--- src/rtl/bus_resp_pkg.sv ---
// Shared types and constants for the 68000 DTACK/BERR responder.
package bus_resp_pkg;

  localparam int WAIT_W = 4;   // width of the per-region wait counter
  localparam int TMO_W  = 16;  // width of the bus-timeout counter

  typedef enum logic [1:0] {
    IDLE,
    WAIT,
    ACK,
    ERR
  } state_t;

  typedef enum logic [2:0] {
    REG_NONE,
    REG_ROM,
    REG_RAM,
    REG_DRAM,
    REG_IO,
    REG_CAN
  } region_t;

  // Resolves overlapping decoder selects: ROM > RAM > DRAM > IO > CAN.
  function automatic region_t decode_region(input logic rom, input logic ram,
                                            input logic dram, input logic io,
                                            input logic can);
    if (rom)       return REG_ROM;
    else if (ram)  return REG_RAM;
    else if (dram) return REG_DRAM;
    else if (io)   return REG_IO;
    else if (can)  return REG_CAN;
    else           return REG_NONE;
  endfunction

endpackage

--- src/rtl/bus_dtack_responder_if.sv ---
// Bus-side signals between the CPU/address decoder and the DTACK responder.
interface bus_dtack_responder_if;

  logic AS_L;
  logic OnChipRomSelect_H;
  logic OnChipRamSelect_H;
  logic DramSelect_H;
  logic IOSelect_H;
  logic CanBusSelect_H;
  logic DramDtack_L;
  logic CanBusDtack_L;
  logic DtackOut_L;
  logic BERR_L;
  logic Busy_H;

  // Responder view: consumes strobes/selects/external acks, drives termination.
  modport slave (
    input  AS_L, OnChipRomSelect_H, OnChipRamSelect_H, DramSelect_H,
           IOSelect_H, CanBusSelect_H, DramDtack_L, CanBusDtack_L,
    output DtackOut_L, BERR_L, Busy_H
  );

  // CPU/decoder view.
  modport master (
    output AS_L, OnChipRomSelect_H, OnChipRamSelect_H, DramSelect_H,
           IOSelect_H, CanBusSelect_H, DramDtack_L, CanBusDtack_L,
    input  DtackOut_L, BERR_L, Busy_H
  );

endinterface

--- src/rtl/bus_wait_counter.sv ---
// Loadable down-counter with a zero flag; counts the wait states of a cycle.
module bus_wait_counter
  import bus_resp_pkg::*;
(
  input  logic              clk,
  input  logic              rst_n,
  input  logic              load,
  input  logic [WAIT_W-1:0] load_val,
  input  logic              dec,
  output logic              zero
);

  logic [WAIT_W-1:0] count;

  // Load wins over decrement; the counter holds at zero.
  // NOTE: state is updated with non-blocking assignments so every flop
  // samples pre-edge values regardless of process ordering.
  always_ff @(posedge clk or negedge rst_n) begin
    if (!rst_n)
      count <= '0;
    else if (load)
      count <= load_val;
    else if (dec && (count != '0))
      count <= count - 1'b1;
  end

  assign zero = (count == '0);

endmodule

--- src/rtl/bus_dtack_responder.sv ---
// 68000 bus-cycle terminator: issues DTACK after per-region wait states,
// forwards DRAM/CAN acknowledges, and (with BUS_TIMEOUT_EN defined) raises
// BERR on cycles nobody terminates.
module bus_dtack_responder
  import bus_resp_pkg::*;
#(
  parameter int unsigned ROM_WAIT       = 0,
  parameter int unsigned RAM_WAIT       = 1,
  parameter int unsigned IO_WAIT        = 3,
  parameter int unsigned TIMEOUT_CYCLES = 1023
) (
  input  logic                  Clk,
  input  logic                  Reset_L,
  bus_dtack_responder_if.slave  bus
);

  state_t            state_q, state_d;
  region_t           region_q, region_d;
  region_t           region_sel;
  logic [WAIT_W-1:0] wait_init;
  logic              wait_load;
  logic              wait_dec;
  logic              wait_zero;
  logic              ack;
  logic              expire;
  logic              dtack_q;
  logic              busy_q;

  assign region_sel = decode_region(bus.OnChipRomSelect_H, bus.OnChipRamSelect_H,
                                    bus.DramSelect_H, bus.IOSelect_H,
                                    bus.CanBusSelect_H);

  // Wait count for the region being latched; external and unmapped regions start at 0.
  // NOTE: every variable written here gets a default first, so no path
  // leaves it unassigned and no latch is inferred.
  always_comb begin
    wait_init = '0;
    case (region_sel)
      REG_ROM: wait_init = WAIT_W'(ROM_WAIT);
      REG_RAM: wait_init = WAIT_W'(RAM_WAIT);
      REG_IO:  wait_init = WAIT_W'(IO_WAIT);
      default: wait_init = '0;
    endcase
  end

  bus_wait_counter u_wait_counter (
    .clk      (Clk),
    .rst_n    (Reset_L),
    .load     (wait_load),
    .load_val (wait_init),
    .dec      (wait_dec),
    .zero     (wait_zero)
  );

`ifdef BUS_TIMEOUT_EN
  logic [TMO_W-1:0] tmo_q;
  logic [TMO_W-1:0] tmo_inc;

  // Saturating increment; expiry is judged on the value this WAIT cycle reaches.
  assign tmo_inc = (tmo_q == '1) ? tmo_q : tmo_q + TMO_W'(1);
  assign expire  = (state_q == WAIT) && (tmo_inc == TMO_W'(TIMEOUT_CYCLES));

  // Timeout counter: cleared when a cycle starts, counts every WAIT cycle.
  always_ff @(posedge Clk or negedge Reset_L) begin
    if (!Reset_L)
      tmo_q <= '0;
    else if ((state_q == IDLE) && !bus.AS_L)
      tmo_q <= '0;
    else if (state_q == WAIT)
      tmo_q <= tmo_inc;
  end
`else
  assign expire = 1'b0;
`endif

  // Next-state logic: region latch, wait/ack decisions, abort and timeout.
  always_comb begin
    state_d   = state_q;
    region_d  = region_q;
    wait_load = 1'b0;
    wait_dec  = 1'b0;
    ack       = 1'b0;
    case (state_q)
      IDLE: begin
        if (!bus.AS_L) begin
          state_d   = WAIT;
          region_d  = region_sel;
          wait_load = 1'b1;
        end
      end
      WAIT: begin
        if (bus.AS_L) begin
          state_d = IDLE;  // CPU abandoned the cycle: no DTACK, no BERR
        end else begin
          case (region_q)
            REG_ROM, REG_RAM, REG_IO: begin
              ack      = wait_zero;
              wait_dec = !wait_zero;
            end
            REG_DRAM: ack = !bus.DramDtack_L;
            REG_CAN:  ack = !bus.CanBusDtack_L;
`ifdef BUS_TIMEOUT_EN
            default:  ack = 1'b0;  // unmapped: left for the timeout to catch
`else
            default:  ack = wait_zero;  // unmapped: counter was loaded with 0
`endif
          endcase
          // An acknowledge on the expiry edge takes precedence over BERR.
          if (ack)
            state_d = ACK;
          else if (expire)
            state_d = ERR;
        end
      end
      ACK: begin
        if (bus.AS_L)
          state_d = IDLE;
      end
      ERR: begin
        if (bus.AS_L)
          state_d = IDLE;
      end
      default: state_d = IDLE;
    endcase
  end

  // State register and registered outputs decoded from the next state.
  always_ff @(posedge Clk or negedge Reset_L) begin
    if (!Reset_L) begin
      state_q  <= IDLE;
      region_q <= REG_NONE;
      dtack_q  <= 1'b1;
      busy_q   <= 1'b0;
    end else begin
      state_q  <= state_d;
      region_q <= region_d;
      dtack_q  <= (state_d != ACK);
      busy_q   <= (state_d != IDLE);
    end
  end

`ifdef BUS_TIMEOUT_EN
  logic berr_q;

  // Registered bus error, low only while in ERR.
  always_ff @(posedge Clk or negedge Reset_L) begin
    if (!Reset_L)
      berr_q <= 1'b1;
    else
      berr_q <= (state_d != ERR);
  end

  assign bus.BERR_L = berr_q;
`else
  assign bus.BERR_L = 1'b1;
`endif

  assign bus.DtackOut_L = dtack_q;
  assign bus.Busy_H     = busy_q;

endmodule

--- src/flat_wrapper.sv ---
// flat-port wrapper written by rule: the top's interface ports become plain ports
module bus_dtack_responder_flat import bus_resp_pkg::*;
#(
  parameter int unsigned ROM_WAIT       = 0,
  parameter int unsigned RAM_WAIT       = 1,
  parameter int unsigned IO_WAIT        = 3,
  parameter int unsigned TIMEOUT_CYCLES = 1023
)
  (Clk, Reset_L, bus_AS_L, bus_OnChipRomSelect_H, bus_OnChipRamSelect_H, bus_DramSelect_H, bus_IOSelect_H, bus_CanBusSelect_H, bus_DramDtack_L, bus_CanBusDtack_L, bus_DtackOut_L, bus_BERR_L, bus_Busy_H);
  bus_dtack_responder_if bus_i ();
  input  logic Clk;
  input  logic Reset_L;
  input wire logic [$bits(bus_i.AS_L)-1:0] bus_AS_L;
  input wire logic [$bits(bus_i.OnChipRomSelect_H)-1:0] bus_OnChipRomSelect_H;
  input wire logic [$bits(bus_i.OnChipRamSelect_H)-1:0] bus_OnChipRamSelect_H;
  input wire logic [$bits(bus_i.DramSelect_H)-1:0] bus_DramSelect_H;
  input wire logic [$bits(bus_i.IOSelect_H)-1:0] bus_IOSelect_H;
  input wire logic [$bits(bus_i.CanBusSelect_H)-1:0] bus_CanBusSelect_H;
  input wire logic [$bits(bus_i.DramDtack_L)-1:0] bus_DramDtack_L;
  input wire logic [$bits(bus_i.CanBusDtack_L)-1:0] bus_CanBusDtack_L;
  output wire logic [$bits(bus_i.DtackOut_L)-1:0] bus_DtackOut_L;
  output wire logic [$bits(bus_i.BERR_L)-1:0] bus_BERR_L;
  output wire logic [$bits(bus_i.Busy_H)-1:0] bus_Busy_H;
  assign bus_i.AS_L = bus_AS_L;
  assign bus_i.OnChipRomSelect_H = bus_OnChipRomSelect_H;
  assign bus_i.OnChipRamSelect_H = bus_OnChipRamSelect_H;
  assign bus_i.DramSelect_H = bus_DramSelect_H;
  assign bus_i.IOSelect_H = bus_IOSelect_H;
  assign bus_i.CanBusSelect_H = bus_CanBusSelect_H;
  assign bus_i.DramDtack_L = bus_DramDtack_L;
  assign bus_i.CanBusDtack_L = bus_CanBusDtack_L;
  assign bus_DtackOut_L = bus_i.DtackOut_L;
  assign bus_BERR_L = bus_i.BERR_L;
  assign bus_Busy_H = bus_i.Busy_H;
  bus_dtack_responder #(.ROM_WAIT(ROM_WAIT), .RAM_WAIT(RAM_WAIT), .IO_WAIT(IO_WAIT), .TIMEOUT_CYCLES(TIMEOUT_CYCLES)) u_core (.Clk(Clk), .Reset_L(Reset_L), .bus(bus_i));
endmodule
--- config.mk ---
export PLATFORM = sky130hd
export DESIGN_NAME = bus_dtack_responder_flat
export DESIGN_NICKNAME = d
export VERILOG_FILES = /design/src/rtl/bus_resp_pkg.sv /design/src/rtl/bus_dtack_responder_if.sv /design/src/rtl/bus_wait_counter.sv /design/src/rtl/bus_dtack_responder.sv /design/src/flat_wrapper.sv
export SDC_FILE = /design/constraint.sdc
export NUM_CORES = 1
export LEC_CHECK = 0
export BUFFER_PORTS_ARGS = -buffer_cell sky130_fd_sc_hd__buf_2
export CAP_MARGIN = 20
export CORE_MARGIN = 1.5
export CORE_UTILIZATION = 40
export CTS_BUF_LIST = sky130_fd_sc_hd__clkbuf_2
export DETAILED_ROUTE_END_ITERATION = 10
export HOLD_SLACK_MARGIN = 0.1
export PLACE_DENSITY = 0.7
export REMOVE_ABC_BUFFERS = 1
export SLEW_MARGIN = 20
export SYNTH_ARGS = -nofsm -noshare
export SYNTH_HDL_FRONTEND = slang
export SYNTH_HIERARCHICAL = 1
export SYNTH_SLANG_ARGS = --single-unit
--- constraint.sdc ---
create_clock -name Clk -period 2.5 [get_ports Clk]
set_input_delay 0.25 -clock Clk [delete_from_list [all_inputs] [get_ports Clk]]
set_output_delay 0.25 -clock Clk [all_outputs]
set_load 0.01 [all_outputs]
==> qor.txt <==
Layout area overhead: 13.30%
Tot GR Track Use: 15.40%
Clk pwr share: 14.3%
Clock net sink count: 11
Max stage delay on crit path: 0.51 ns
Area leader, netlist: dfrtp_1
Initial DRT Pass Iterations: 5
Vias per cell: 5.413
Peak supply drop: 0.3567 mV
Largest net degree at the start of global routing: 12
Pleak: 0.3657 nW
Async S/R FF share, synth: 100.0%
Worst EP required: 2.71 ns
GP Congestion: 0.7800
Worst path slowest cell: or4_1
Final cycle utilization of the critical path: 85.73%
Worst hold path type: in -> reg
DRC viols: 0
Setup TNS: 0 ns
Flop pwr share: 42.5%
Post-synth top area share: 36.43%
Storage element area: 276.5 um^2
Max-slew violations: 0
Synth top area cells: dfrtp_1 36%, dfstp_2 3.8%, inv_1 3.8%
Main flop type after synthesis: dfrtp_1
Levels on crit path: 7
Initial antenna violation count: 0
Launch point of the worst reg-to-reg path: u_core/u_wait_counter/count[0]
Clock slew at reported path FFs: 0.12 ns
CP top delay family: simple AND/OR/NAND/NOR gates
Critical Path Sink Type: flop
Hold Fails Final Rpt: 0
Vias in the first global route: 505
CP startpoint kind: flop
Io pins: 13
Worst setup startpoint: u_core/u_wait_counter/count[0]
Setup Fix Bufs, Post-CTS: 0
Synth Register Bits: 11
Setup violators final: 0
Crit path kind: reg -> reg
CP most frequent cell: inv_1
Post-Syn Instances: 74
Worst skew pair latency: 0.28 ns
Clock Path Buffers: 2
CTS root buf: clkbuf_2
Crit path DAT: 2.35 ns
Core area: 0.001559 mm^2
Gate power share: 43.2%
Total Wirelength: 1.281 mm
Initial Util: 44.06%
Multi-input gate area: 370.4 um^2
Post-layout min period: 2.143 ns
WL/cell: 12.32 um
Vias: 563
Number of DRC markers in iteration 0: 12
Site Rows: 14
Htree depth: 1
Horiz. Die Dim: 44.44 um
Most common cell in the synthesized netlist: dfrtp_1
EDFF count, synth: 0
Share of cells above drive strength 1: 23.86%
Max Fanout on Critical Path: 8
Final net count: 100
Global-route wire length before repair: 2.083 mm
CP cell instances: inv_1 -> ha_1 -> nor3b_2 -> nor4b_2 -> inv_1 -> or4_1 -> o211ai_2
Final ANT Viol Nets: 0
CP endpoint: u_core/u_wait_counter/count[1]
Cell Area, Synth: 686.9 um^2
Switching Share: 40.29%
Num CTS Buffers: 3
YS warnings: 6
R2R Path End: u_core/u_wait_counter/count[1]
IO buf count: 11
Number of inserted diodes: 0
Reg2reg path depth: 7
Yosys cell types: 40
Skew final: 0.01376 ns
Number of fillers in the final layout: 147
Die Ht: 44.44 um
Post-route setup slack: 0.3566 ns
Avg Cell Area, Syn: 9.283 um^2
CTS tree: built
Worst Setup Slack post-DPL: 0.2339 ns
Power Dens Cells: 970.8 mW/mm^2
Detailed Place HPWL: 955.3 um
Sequential element share of the synthesized area: 40.26%
Power Internal: 0.4511 mW
GRT overflow: 0
Reg2reg setup slack: 0.36 ns
RSZ-0062 raised after global routing: no
Max cap viols: 0
Status: finished clean
WP buf/inv: 2
Max Fclk: 0.4666 GHz
Die area: 0.001975 mm^2
Top cells by count, synth: 10 x dfrtp_1, 7 x inv_1, 5 x nand2_1
Sw power: 0.3044 mW
kinds of logic (layout without fill, tap and decap cells):
logic type	Yosys count	count (layout)	share of synthesized area, %
DFF	11	11	40.26
and+or+nand+nor	29	29	26.96
buffers and inverters	10	23	7.286
other	2	3	1.093
AOI/OAI and AO/OA	20	20	21.31
xor gates and xnor gates	1	1	1.275
adders and majority gates	1	1	1.821
routing by layer:
metal / up-vias / global-route usage, % / share of wire [%]
met3: 5 / 2.449 / 2.8
li1: 288 / - / -
met5: - / 0 / 0
met4: 0 / 14.55 / 3.8
met2: 14 / 24.41 / 49
met1: 256 / 17.38 / 45
sequential cells by signal, summed over array words and instances (netlist names):
| signal | count |
|---|---|
| u_core/bus.Busy_H | 1 |
| u_core/region_q | 3 |
| u_core/u_wait_counter/count | 4 |
| u_core/state_q | 2 |
| u_core/bus.DtackOut_L | 1 |
what timing repair did:
action | in CTS | in global routing
endpoints found under the hold margin | 11 | 0
hold buffers | 1 | 0
gates resized for setup | 0 | 1
setup endpoints to repair | 0 | 2
worst min path at each step:
stage / from / to / slack [ns] / cells past startpoint
after detailed placement: Reset_L / u_core/u_wait_counter/count[3] / 0.13 / 1
after global routing: bus_AS_L / u_core/state_q[0] / 0.18 / 2
after CTS: bus_AS_L / u_core/state_q[0] / 0.15 / 2
after floorplan: Reset_L / u_core/bus.Busy_H / -0.05 / 0
after global placement: Reset_L / u_core/u_wait_counter/count[3] / 0.13 / 1
final: bus_AS_L / u_core/state_q[0] / 0.16 / 2
through the flow:
stage / utilization [%] / total power, mW / area (um^2) / hold WS [ns] / cells
floorplan: - / 0.5606 / 666.9 / -0.04559 / 72
global placement: 47.59 / 0.6266 / 742.0 / 0.1343 / 99
detailed placement: 47.59 / 0.6365 / 742.0 / 0.1327 / 99
CTS: 49.52 / 0.7470 / 772.0 / 0.1508 / 104
global route: 49.92 / 0.8174 / 778.2 / 0.1756 / 104
finish: 49.92 / 0.7555 / 778.2 / 0.1585 / 104
area by class of cell:
class / count / area share, %
Multi-Input combinational cell: 54 / 47.59
Sequential cell: 11 / 35.53
Timing Repair Buffer: 12 / 8.360
Inverter: 7 / 3.376
Clock buffer: 4 / 2.572
Tap cell: 16 / 2.572
cells in the final DEF, fill, tap and decap left out, types with 2 or more instances in the layout:
master | synthesis | routed
nor3_1 | 3 | 3
buf_2 | 1 | 11
clkbuf_2 | 0 | 4
o31a_1 | 2 | 2
dfrtp_1 | 10 | 10
a21oi_1 | 3 | 3
nand2b_1 | 3 | 3
o21ai_1 | 2 | 2
nor3b_1 | 2 | 2
nor2_1 | 3 | 3
o21ai_0 | 4 | 4
nand2_1 | 5 | 5
conb_1 | 2 | 3
nor4b_2 | 1 | 2
inv_1 | 7 | 7
power groups by stage:
stage	Sequential, mW	Clock, mW	Combinational, mW
floorplan	0.309	0	0.252
detailed placement	0.324	0	0.313
global placement	0.318	0	0.308
finish	0.321	0.108	0.327
global route	0.332	0.116	0.369
CTS	0.319	0.110	0.317
Power figures use the tool's default switching activity.
